--- src/rtl/boreal_gate_policy_mmio_if.sv ---
// Single-beat cpu_req/cpu_resp bus between the SoC and the Gate policy window.
// The master issues requests; the slave returns one response pulse per accepted request.
interface boreal_gate_policy_mmio_if;
  logic        cpu_req_valid;
  logic        cpu_req_we;
  logic [31:0] cpu_req_addr;
  logic [31:0] cpu_req_wdata;
  logic [3:0]  cpu_req_wstrb;
  logic        cpu_resp_valid;
  logic [31:0] cpu_resp_rdata;
  logic        cpu_resp_err;

  modport master (
    output cpu_req_valid, cpu_req_we, cpu_req_addr, cpu_req_wdata, cpu_req_wstrb,
    input  cpu_resp_valid, cpu_resp_rdata, cpu_resp_err
  );

  modport slave (
    input  cpu_req_valid, cpu_req_we, cpu_req_addr, cpu_req_wdata, cpu_req_wstrb,
    output cpu_resp_valid, cpu_resp_rdata, cpu_resp_err
  );
endinterface

--- src/rtl/boreal_gate_policy_mmio.sv ---
// Gate policy register window: decodes single-beat MMIO accesses, holds the policy
// registers driven to the Gate datapath, and freezes them once LOCK is set.
module boreal_gate_policy_mmio #(
  parameter logic [31:0] BASE_ADDR = 32'h1004_0000,
  parameter int          N_CLAMP   = 4,
  parameter int          RESP_LAT  = 1
) (
  input  logic                   clk,
  input  logic                   rst,
  boreal_gate_policy_mmio_if.slave bus,
  output logic [63:0]            allow_mask,
  output logic [31:0]            rate_limit,
  output logic [31:0]            rate_window,
  output logic [31:0]            policy_hash,
  output logic [32*N_CLAMP-1:0]  clamp_min_flat,
  output logic [32*N_CLAMP-1:0]  clamp_max_flat,
  output logic                   policy_locked,
  output logic                   policy_update
);

  // Register file slots: 0..4 ALLOW0..POLICY_HASH, then MIN/MAX pairs per clamp class.
  localparam int NREG = 5 + 2 * N_CLAMP;

  typedef enum logic [1:0] {IDLE, WAIT, RESP} state_t;

  state_t      r_state, w_state_next;
  logic [3:0]  r_cnt;
  logic [31:0] r_regs [NREG];
  logic        r_lock, r_drop, r_update, r_err;
  logic [31:0] r_rdata;

  logic        w_accept, w_base_ok, w_align_ok, w_is_pol, w_is_ctrl, w_is_stat;
  logic        w_err, w_commit_pol, w_commit_ctrl, w_clr_drop;
  logic [5:0]  w_word, w_idx;
  logic [31:0] w_cur, w_merge, w_rd_value;

  assign w_accept = (r_state == IDLE) && bus.cpu_req_valid;

  always_comb begin
    w_word     = bus.cpu_req_addr[7:2];
    w_base_ok  = bus.cpu_req_addr[31:8] == BASE_ADDR[31:8];
    w_align_ok = bus.cpu_req_addr[1:0] == 2'b00;
    w_is_ctrl  = w_word == 6'd5;
    w_is_stat  = w_word == 6'd6;
    w_is_pol   = 1'b0;
    w_idx      = 6'd0;
    if (w_word < 6'd5) begin
      w_is_pol = 1'b1;
      w_idx    = w_word;
    end else if (w_word >= 6'd8 && 32'(w_word) < 32'(8 + 2 * N_CLAMP)) begin
      w_is_pol = 1'b1;
      w_idx    = w_word - 6'd3;
    end

    w_cur = '0;
    for (int k = 0; k < NREG; k++) begin
      if (w_idx == 6'(k)) w_cur = r_regs[k];
    end
    for (int i = 0; i < 4; i++) begin
      w_merge[8*i +: 8] = bus.cpu_req_wstrb[i] ? bus.cpu_req_wdata[8*i +: 8] : w_cur[8*i +: 8];
    end

    w_rd_value = w_cur;
    if (w_is_ctrl) w_rd_value = {31'd0, r_lock};
    if (w_is_stat) w_rd_value = {30'd0, r_drop, r_lock};

    w_err = !w_base_ok || !w_align_ok || !(w_is_pol || w_is_ctrl || w_is_stat);
    if (bus.cpu_req_we) begin
      if (bus.cpu_req_wstrb == 4'd0)                 w_err = 1'b1;
      if (w_is_stat && !bus.cpu_req_wdata[1])        w_err = 1'b1;
      if (r_lock && (w_is_pol || w_is_ctrl))         w_err = 1'b1;
    end

    w_commit_pol  = w_accept && bus.cpu_req_we && !w_err && w_is_pol;
    w_commit_ctrl = w_accept && bus.cpu_req_we && !w_err && w_is_ctrl;
    w_clr_drop    = w_accept && bus.cpu_req_we && !w_err && w_is_stat;
  end

  always_comb begin
    w_state_next = r_state;
    case (r_state)
      IDLE:    if (bus.cpu_req_valid) w_state_next = (RESP_LAT > 1) ? WAIT : RESP;
      WAIT:    if (r_cnt == 4'(RESP_LAT - 2)) w_state_next = RESP;
      RESP:    w_state_next = IDLE;
      default: w_state_next = IDLE;
    endcase
  end

  always_ff @(posedge clk or posedge rst) begin
    if (rst) begin
      r_state  <= IDLE;
      r_cnt    <= 4'd0;
      r_lock   <= 1'b0;
      r_drop   <= 1'b0;
      r_update <= 1'b0;
      r_err    <= 1'b0;
      r_rdata  <= 32'd0;
      for (int k = 0; k < NREG; k++) begin
        r_regs[k] <= (k >= 5 && ((k - 5) % 2) == 1) ? 32'hFFFF_FFFF : 32'd0;
      end
    end else begin
      r_state  <= w_state_next;
      r_update <= w_commit_pol || w_commit_ctrl;
      if (w_accept) begin
        r_cnt   <= 4'd0;
        r_err   <= w_err;
        r_rdata <= (w_err || bus.cpu_req_we) ? 32'd0 : w_rd_value;
      end else if (r_state == WAIT) begin
        r_cnt <= r_cnt + 4'd1;
      end
      // Requests arriving while a response is pending are discarded but remembered.
      if (r_state != IDLE && bus.cpu_req_valid) r_drop <= 1'b1;
      else if (w_clr_drop)                      r_drop <= 1'b0;
      if (w_commit_ctrl && bus.cpu_req_wstrb[0] && bus.cpu_req_wdata[0]) r_lock <= 1'b1;
      for (int k = 0; k < NREG; k++) begin
        if (w_commit_pol && w_idx == 6'(k)) r_regs[k] <= w_merge;
      end
    end
  end

  assign bus.cpu_resp_valid = (r_state == RESP);
  assign bus.cpu_resp_rdata = (r_state == RESP) ? r_rdata : 32'd0;
  assign bus.cpu_resp_err   = (r_state == RESP) && r_err;

  assign allow_mask    = {r_regs[1], r_regs[0]};
  assign rate_limit    = r_regs[2];
  assign rate_window   = r_regs[3];
  assign policy_hash   = r_regs[4];
  assign policy_locked = r_lock;
  assign policy_update = r_update;

  generate
    for (genvar gi = 0; gi < N_CLAMP; gi++) begin : g_clamp
      assign clamp_min_flat[32*gi +: 32] = r_regs[5 + 2*gi];
      assign clamp_max_flat[32*gi +: 32] = r_regs[6 + 2*gi];
    end
  endgenerate

endmodule

--- src/flat_wrapper.sv ---
// flat-port wrapper written by rule: the top's interface ports become plain ports
module boreal_gate_policy_mmio_flat 
#(
  parameter logic [31:0] BASE_ADDR = 32'h1004_0000,
  parameter int          N_CLAMP   = 4,
  parameter int          RESP_LAT  = 1
)
  (clk, rst, allow_mask, rate_limit, rate_window, policy_hash, clamp_min_flat, clamp_max_flat, policy_locked, policy_update, bus_cpu_req_valid, bus_cpu_req_we, bus_cpu_req_addr, bus_cpu_req_wdata, bus_cpu_req_wstrb, bus_cpu_resp_valid, bus_cpu_resp_rdata, bus_cpu_resp_err);
  boreal_gate_policy_mmio_if bus_i ();
  input  logic clk;
  input  logic rst;
  output logic [63:0] allow_mask;
  output logic [31:0] rate_limit;
  output logic [31:0] rate_window;
  output logic [31:0] policy_hash;
  output logic [32*N_CLAMP-1:0] clamp_min_flat;
  output logic [32*N_CLAMP-1:0] clamp_max_flat;
  output logic policy_locked;
  output logic policy_update;
  input wire logic [$bits(bus_i.cpu_req_valid)-1:0] bus_cpu_req_valid;
  input wire logic [$bits(bus_i.cpu_req_we)-1:0] bus_cpu_req_we;
  input wire logic [$bits(bus_i.cpu_req_addr)-1:0] bus_cpu_req_addr;
  input wire logic [$bits(bus_i.cpu_req_wdata)-1:0] bus_cpu_req_wdata;
  input wire logic [$bits(bus_i.cpu_req_wstrb)-1:0] bus_cpu_req_wstrb;
  output wire logic [$bits(bus_i.cpu_resp_valid)-1:0] bus_cpu_resp_valid;
  output wire logic [$bits(bus_i.cpu_resp_rdata)-1:0] bus_cpu_resp_rdata;
  output wire logic [$bits(bus_i.cpu_resp_err)-1:0] bus_cpu_resp_err;
  assign bus_i.cpu_req_valid = bus_cpu_req_valid;
  assign bus_i.cpu_req_we = bus_cpu_req_we;
  assign bus_i.cpu_req_addr = bus_cpu_req_addr;
  assign bus_i.cpu_req_wdata = bus_cpu_req_wdata;
  assign bus_i.cpu_req_wstrb = bus_cpu_req_wstrb;
  assign bus_cpu_resp_valid = bus_i.cpu_resp_valid;
  assign bus_cpu_resp_rdata = bus_i.cpu_resp_rdata;
  assign bus_cpu_resp_err = bus_i.cpu_resp_err;
  boreal_gate_policy_mmio #(.BASE_ADDR(BASE_ADDR), .N_CLAMP(N_CLAMP), .RESP_LAT(RESP_LAT)) u_core (.clk(clk), .rst(rst), .bus(bus_i), .allow_mask(allow_mask), .rate_limit(rate_limit), .rate_window(rate_window), .policy_hash(policy_hash), .clamp_min_flat(clamp_min_flat), .clamp_max_flat(clamp_max_flat), .policy_locked(policy_locked), .policy_update(policy_update));
endmodule
--- config.mk ---
export PLATFORM = sky130hd
export DESIGN_NAME = boreal_gate_policy_mmio_flat
export DESIGN_NICKNAME = d
export VERILOG_FILES = /design/src/rtl/boreal_gate_policy_mmio_if.sv /design/src/rtl/boreal_gate_policy_mmio.sv /design/src/flat_wrapper.sv
export SDC_FILE = /design/constraint.sdc
export NUM_CORES = 1
export LEC_CHECK = 0
export ABC_AREA = 0
export CAP_MARGIN = 0
export CORE_MARGIN = 3
export CORE_UTILIZATION = 54
export CTS_BUF_LIST = sky130_fd_sc_hd__clkbuf_16
export CTS_CLUSTER_SIZE = 40
export DETAILED_ROUTE_END_ITERATION = 16
export PLACE_DENSITY = 0.95
export SLEW_MARGIN = 20
export SYNTH_ARGS = -nofsm -noshare
export SYNTH_HDL_FRONTEND = slang
export SYNTH_SLANG_ARGS = --single-unit
--- constraint.sdc ---
create_clock -name clk -period 34.4 [get_ports clk]
set_input_delay 10.32 -clock clk [delete_from_list [all_inputs] [get_ports clk]]
set_output_delay 10.32 -clock clk [all_outputs]
set_load 0.02 [all_outputs]
==> impl_metrics.tcl <==
set metrics [dict create \
    htree_levels 2 \
    dp_slack_ns 18.85 \
    area_delta_synth_final_pct 32.5 \
    yosys.area_share.adder_pct 0.228 \
    post_drt_via_cell_ratio 7.10 \
    setup_slack_ns 18.65 \
    post_cts.repair.setup_buffers 0 \
    grt_util_met1_pct 58.7 \
    detail-route-antenna-nets 0 \
    fin_nets 2918 \
    synthDominantCellAreaShare_pct 37.0 \
    placement_rows 73 \
    power_frac_clock_pct 45.0 \
    grt_first_pass_wirelength_um 157000 \
    groute.layer.met3.usage_pct 16.5 \
    synth_top_cell_by_area "dfrtp_1" \
    hpwl_um 75000 \
    ctsRootBufferMaster "clkbuf_16" \
    totalWireLength_um 108000 \
    relSlewSlack_pct 13.4 \
    setup.worst_path.start_class "primary input" \
    power.sequential.fraction_pct 46.7 \
    core_um2 40000 \
    cap_viol_max_count 0 \
    synth_async_sr_flop_share_pct 100 \
    mostFrequentLayoutCells "523 x clkdlybuf4s50_1, 508 x nand2_1, 451 x o21ai_0, 324 x dfrtp_1, 128 x dfstp_2" \
    criticalPathCategory "primary input to flip-flop" \
    ys.warnings.count 0 \
    cts.reportedPaths.clkPinSlew_ns 0.06 \
    hold_violations 0 \
    cts_tree "yes" \
    final_common_cell "clkdlybuf4s50_1" \
    tightest_slew_ns 1.30 \
    drc 0 \
    grt_usage_pct 48.4 \
    yosys-mux-area-fraction_pct 2.00 \
    route.detailed.wl_per_inst_um 31.7 \
    synth_simple_gate_area_share_pct 16.2 \
    clk-insertion-delay-late_ns 0.62 \
    numCtsBuffers 47 \
    syn_nets 2473 \
    final_layout_size_suffix_gt1_share_pct 11.6 \
    yosysSeqAreaShare_pct 52.3 \
    max_freq_mhz 63.5 \
    synth_top_family_by_area "compound AO/OA/AOI/OAI gates" \
    slew_viol_final 0 \
    grt_setup_unrepaired "no" \
    reg2reg_slack_ns 30.85 \
    synthesis.instances 2397 \
    grt_pass1_vias 23600 \
    ctsHoldBuffers 0 \
    leakagePower_nw 11.5 \
    fin_crit_sh_pct 45.8 \
    gpl.final_weighted_congestion 1.04 \
    worstHoldPathType "flip-flop to flip-flop" \
    yosysUniqueCellTypes 88 \
    critical_path.max_fanout 25 \
    cts_buffer_depth 3 \
    syn_area_um2 22000 \
    arrival_ns 16.20 \
    buffer_ports.inserted 523 \
    synth_area_in_compound_gates_pct 25.3 \
    synth_enable_flop_cells 0 \
    power_per_cell_area_nw_per_um2 39.3 \
    grt_overflow 0 \
    clock_skew_ns 0.0327 \
    largest_net_degree_at_the_start_of_global_routing 137 \
    p_comb_share_pct 8.3 \
    start_util_pct 54.9 \
    dr_total_vias 24200 \
    detailedRoute.firstPassIterationCount 7 \
    busiest_layer "met2" \
    fp.dieArea_um2 43200 \
    clock_sink_count 453 \
    power.net_switching_mw 0.300 \
    groute.layer.met2.usage_pct 72.5 \
    required_worst_endpoint_ns 34.85 \
    grt_antenna_before_repair 7 \
    vdd_ir_drop_max_v 0.0000334 \
    synth_flop_cell "dfrtp_1" \
    cellInternalPower_mw 0.845 \
    status "complete, no violations" \
    synth.top_cells.by_area "dfrtp_1 37%, dfstp_2 15%, o21ai_0 10%" \
    detail_route.iter0.violations 3665 \
    die-height_um 208 \
    ys_ff_latch 453 \
    worst_setup_path_end_kind "flip-flop" \
    post-route-min-period_ns 15.75 \
    timing.setup.tns_ns 0 \
    floorplan.die.width_um 208 \
    swShare_pct 26.2 \
    synth.avg_cell_area_um2 9.17 \
    floorplan.io_pins 524 \
    cts_resized 0 \
    yosys.area_share.xor_xnor_pct 0.154 \
    setup_viol 0 \
]
worst max-delay path, cell delays in order:
cell             delay (ns)
clkdlybuf4s50_1        0.88
inv_1                  0.24
ha_1                   0.34
nor2b_1                0.56
o21ai_4                0.36
nand2_1                0.49
buf_4                  0.36
mux4_2                 0.53
a21oi_1                0.67
o21ai_0                0.29
o21ai_0                1.04
nand2_1                0.10
flip-flops by register name, indices dropped and copies added (netlist names):
name / flops
u_core.policy_hash: 32
u_core.clamp_max_flat: 128
u_core.r_drop: 1
u_core.clamp_min_flat: 128
u_core.r_rdata: 32
u_core.rate_limit: 32
u_core.rate_window: 32
u_core.policy_locked: 1
u_core.policy_update: 1
u_core.r_err: 1
u_core.r_state: 1
u_core.allow_mask: 64
metrics by stage:
stage	std cells	util, %	instance area [um2]	hold WS, ns	total power [mW]
after global routing	3407	72.8	29100	0.494	1.16
after detailed placement	3318	68.9	27600	0.461	0.633
after floorplan	2397	-	22000	0.431	0.594
after CTS	3405	72.7	29100	0.471	1.14
final	3408	72.8	29100	0.478	1.15
after global placement	3318	68.8	27500	0.455	0.631
logic make-up after synthesis:
logic type | count (synthesis)
multiplexers | 37
XOR/XNOR | 3
adder cells (fa/ha/maj) | 4
AO/OA/AOI/OAI | 896
AND/OR/NAND/NOR | 807
buffers and inverters | 197
flip-flops | 453
routing by layer:
metal / vias up / wire length, um
met1: 11400 / 35200
li1: 9519 / -
met3: 678 / 16300
met4: 6 / 10100
met5: - / 35
met2: 2531 / 46500
final timing paths:
| check | from | endpoint | depth (start not counted) |
|---|---|---|---|
| worst max-delay path | bus_cpu_req_addr[2] | u_core.r_rdata[5] | 12 |
| worst min-delay path | u_core.r_rdata[18] | u_core.r_rdata[18] | 2 |
| worst max register to register | u_core.r_state[1] | u_core.rate_limit[3] | 8 |
| worst min register to register | u_core.r_rdata[18] | u_core.r_rdata[18] | 2 |
| max in group asynchronous | rst | u_core.clamp_min_flat[121] | 3 |
| min in group asynchronous | rst | u_core.clamp_min_flat[19] | 2 |
power groups by stage:
| stage | Combinational (mW) | Sequential [mW] | Clock, mW |
|---|---|---|---|
| 3_3_place_gp | 0.0875 | 0.544 | 0 |
| 6_report | 0.0955 | 0.535 | 0.515 |
| 2_1_floorplan | 0.0503 | 0.543 | 0 |
| 3_5_place_dp | 0.0892 | 0.544 | 0 |
| 5_1_grt | 0.0976 | 0.535 | 0.531 |
| 4_1_cts | 0.0900 | 0.535 | 0.511 |
Yosys cell counts, drive strengths merged, types with 5 or more instances:
cell type    n
o22a        12
o21ai      495
or3          5
o21a        14
dfstp      128
o31ai       44
and3        12
nand2      513
a31oi       11
a32oi        8
a221o       21
nor3        31
o211ai      23
a21boi      12
a221oi      17
o32a         5
nor4        16
nand2b      16
nand4        8
a22oi       14
inv         16
a32o         6
a2bb2oi     12
buf         58
a22o        12
mux2i       21
nor2        88
o22ai       13
a2111oi      9
and2        40
mux2        12
a21o         5
o2111ai      5
dfrtp      325
a21oi      110
a211oi      11
nor2b        7
nand3b       6
clkbuf     123
nand3       56
area by class of cell:
type | instances | area [um2]
Multi-Input combinational cell | 1747 | 9720
Antenna cell | 3 | 7.51
Sequential cell | 453 | 11500
Timing Repair Buffer | 577 | 5640
Clock inverter | 40 | 337
Inverter | 16 | 67.6
Tap cell | 525 | 657
Fill cell | 2832 | 10900
Clock buffer | 47 | 1180
Power figures use the tool's default switching activity.
==> variant: new RTL, same flow settings <==
`N_CLAMP` is set to 4 in 2 places; all go to 2.
--- a/src/rtl/boreal_gate_policy_mmio.sv
+++ b/src/rtl/boreal_gate_policy_mmio.sv
@@ -4,3 +4,3 @@
   parameter logic [31:0] BASE_ADDR = 32'h1004_0000,
-  parameter int          N_CLAMP   = 4,
+  parameter int          N_CLAMP   = 2,
   parameter int          RESP_LAT  = 1
--- a/src/flat_wrapper.sv
+++ b/src/flat_wrapper.sv
@@ -4,3 +4,3 @@
   parameter logic [31:0] BASE_ADDR = 32'h1004_0000,
-  parameter int          N_CLAMP   = 4,
+  parameter int          N_CLAMP   = 2,
   parameter int          RESP_LAT  = 1
Interface: changed (resized clamp_max_flat and clamp_min_flat); port bits go from 524 to 396. The function was not compared with the original's and may differ.
==> variant against the unedited design <==
- sequential cell count fell by 128
- design area fell by 27%
- synthesized area fell by 27%
- clock power fell by 27%
- worst setup slack improved by 1.1 ns
- routed wire length fell by 40%
- total power fell by 29%
- critical endpoint is now u_core.clamp_max_flat[36]
- highest routed layer is now met4
==> variant: results (changes against the unedited design) <==
[metrics] pin count of the biggest net entering global routing: 105 (-23%)
[metrics] via count of the first global-routing pass: 15,849 (-33%)
[metrics] critical path data arrival time: 15.09 ns (-1.11 ns)
[metrics] post-synthesis sequential area ratio: 51.3% (-1.1 points)
[metrics] Multi-input gate area: 0.00727 mm^2 (-25%)
[metrics] post-layout instance count excluding filler cells: 2,443 (-28%)
[metrics] GRT Util Overall: 39.8% (-8.6 points)
[metrics] initial antenna violation count: 1 (-6)
[metrics] number of non-clock buffers in the layout: 424 (-27%)
[metrics] routed vias/inst: 6.71 (-5.4%)
[metrics] Clock Skews: 0.0263 ns (-0.00648 ns)
[metrics] number of clock buffers in the layout: 37 (-21%)
[metrics] final weighted congestion of routability-driven global placement: 1.00 (-4.1%)
[metrics] Final non-clock buffer share: 19.7% (+0.28 points)
[metrics] worst hold endpoint: u_core.r_rdata[16]
[metrics] insertion delay to the later sink of the worst-skew pair: 0.54 ns (-0.08 ns)
[metrics] final routed wire length divided by cell count: 26.6 um (-16%)
[metrics] Worst VDD drop: 0.0447 mV (+34%)
[metrics] syn_nets: 1,775 (-28%)
[metrics] Signal inverters: 11 (-5)
[metrics] source of the critical timing path: bus_cpu_req_addr[5]
[metrics] fraction of final layout cells sized beyond drive strength 1: 10.1% (-1.5 points)
[metrics] final net count: 2,110 (-28%)
[metrics] count of port buffers added during placement: 395 (-24%)
[metrics] number of buffers created by CTS: 36 (-23%)
[metrics] number of detailed-routing iterations run before antenna repair: 6 (-1)
[metrics] hold_sp: u_core.r_rdata[16]
[metrics] result of the run: complete, no violations
[metrics] Power Total: 0.000811 W (-29%)
[metrics] Mapped Avg Cell Area: 9.44 um^2 (+2.9%)
[metrics] global-route wire length before repair: 95.9 mm (-39%)
[metrics] combinational gate power: 0.0000537 W (-44%)
[metrics] longest individual stage delay on the worst path: 0.78 ns (-0.26 ns)
[metrics] Routed met2 length: 28.7 mm (-38%)
[metrics] post-synthesis register bit count: 325 (-28%)
[metrics] area used by sequential logic in the layout: 0.00821 mm^2 (-29%)
[metrics] R2R depth: 7 (-1)
[metrics] Clock buffers and inverters, area share: 5.25% (+0.055 points)
[metrics] relative max-transition margin: 30.1% (+17 points)
[metrics] DR top layer: met4
## variant: cell types whose count changed after synthesis, moves of 16 or more
cell	change
o21ai_1	-32
a31oi_1	+84
dfstp_2	-64
clkbuf_1	-43
nand2_1	-261
mux2i_1	+30
nand3_1	-44
dfrtp_1	-64
o21ai_0	-305
o211ai_1	-16
nor2_1	+101
## variant: logic make-up after synthesis
kind of cell / after synthesis / synth area share, %
AO/OA/AOI/OAI: 577 / 23.8
AND/OR/NAND/NOR: 583 / 16.3
buffers and inverters: 138 / 3.75
flip-flops: 325 / 51.3
multiplexers: 70 / 4.53
adder cells (fa/ha/maj): 5 / 0.390
## variant: metrics by stage
stage	util, %	setup WS, ns	cell area [um^2]
after CTS	73.6	19.96	21300
after floorplan	-	15.19	16000
after detailed placement	69.7	19.46	20200
final	73.7	19.74	21300
after global placement	69.7	19.46	20200
after global routing	73.7	19.63	21300
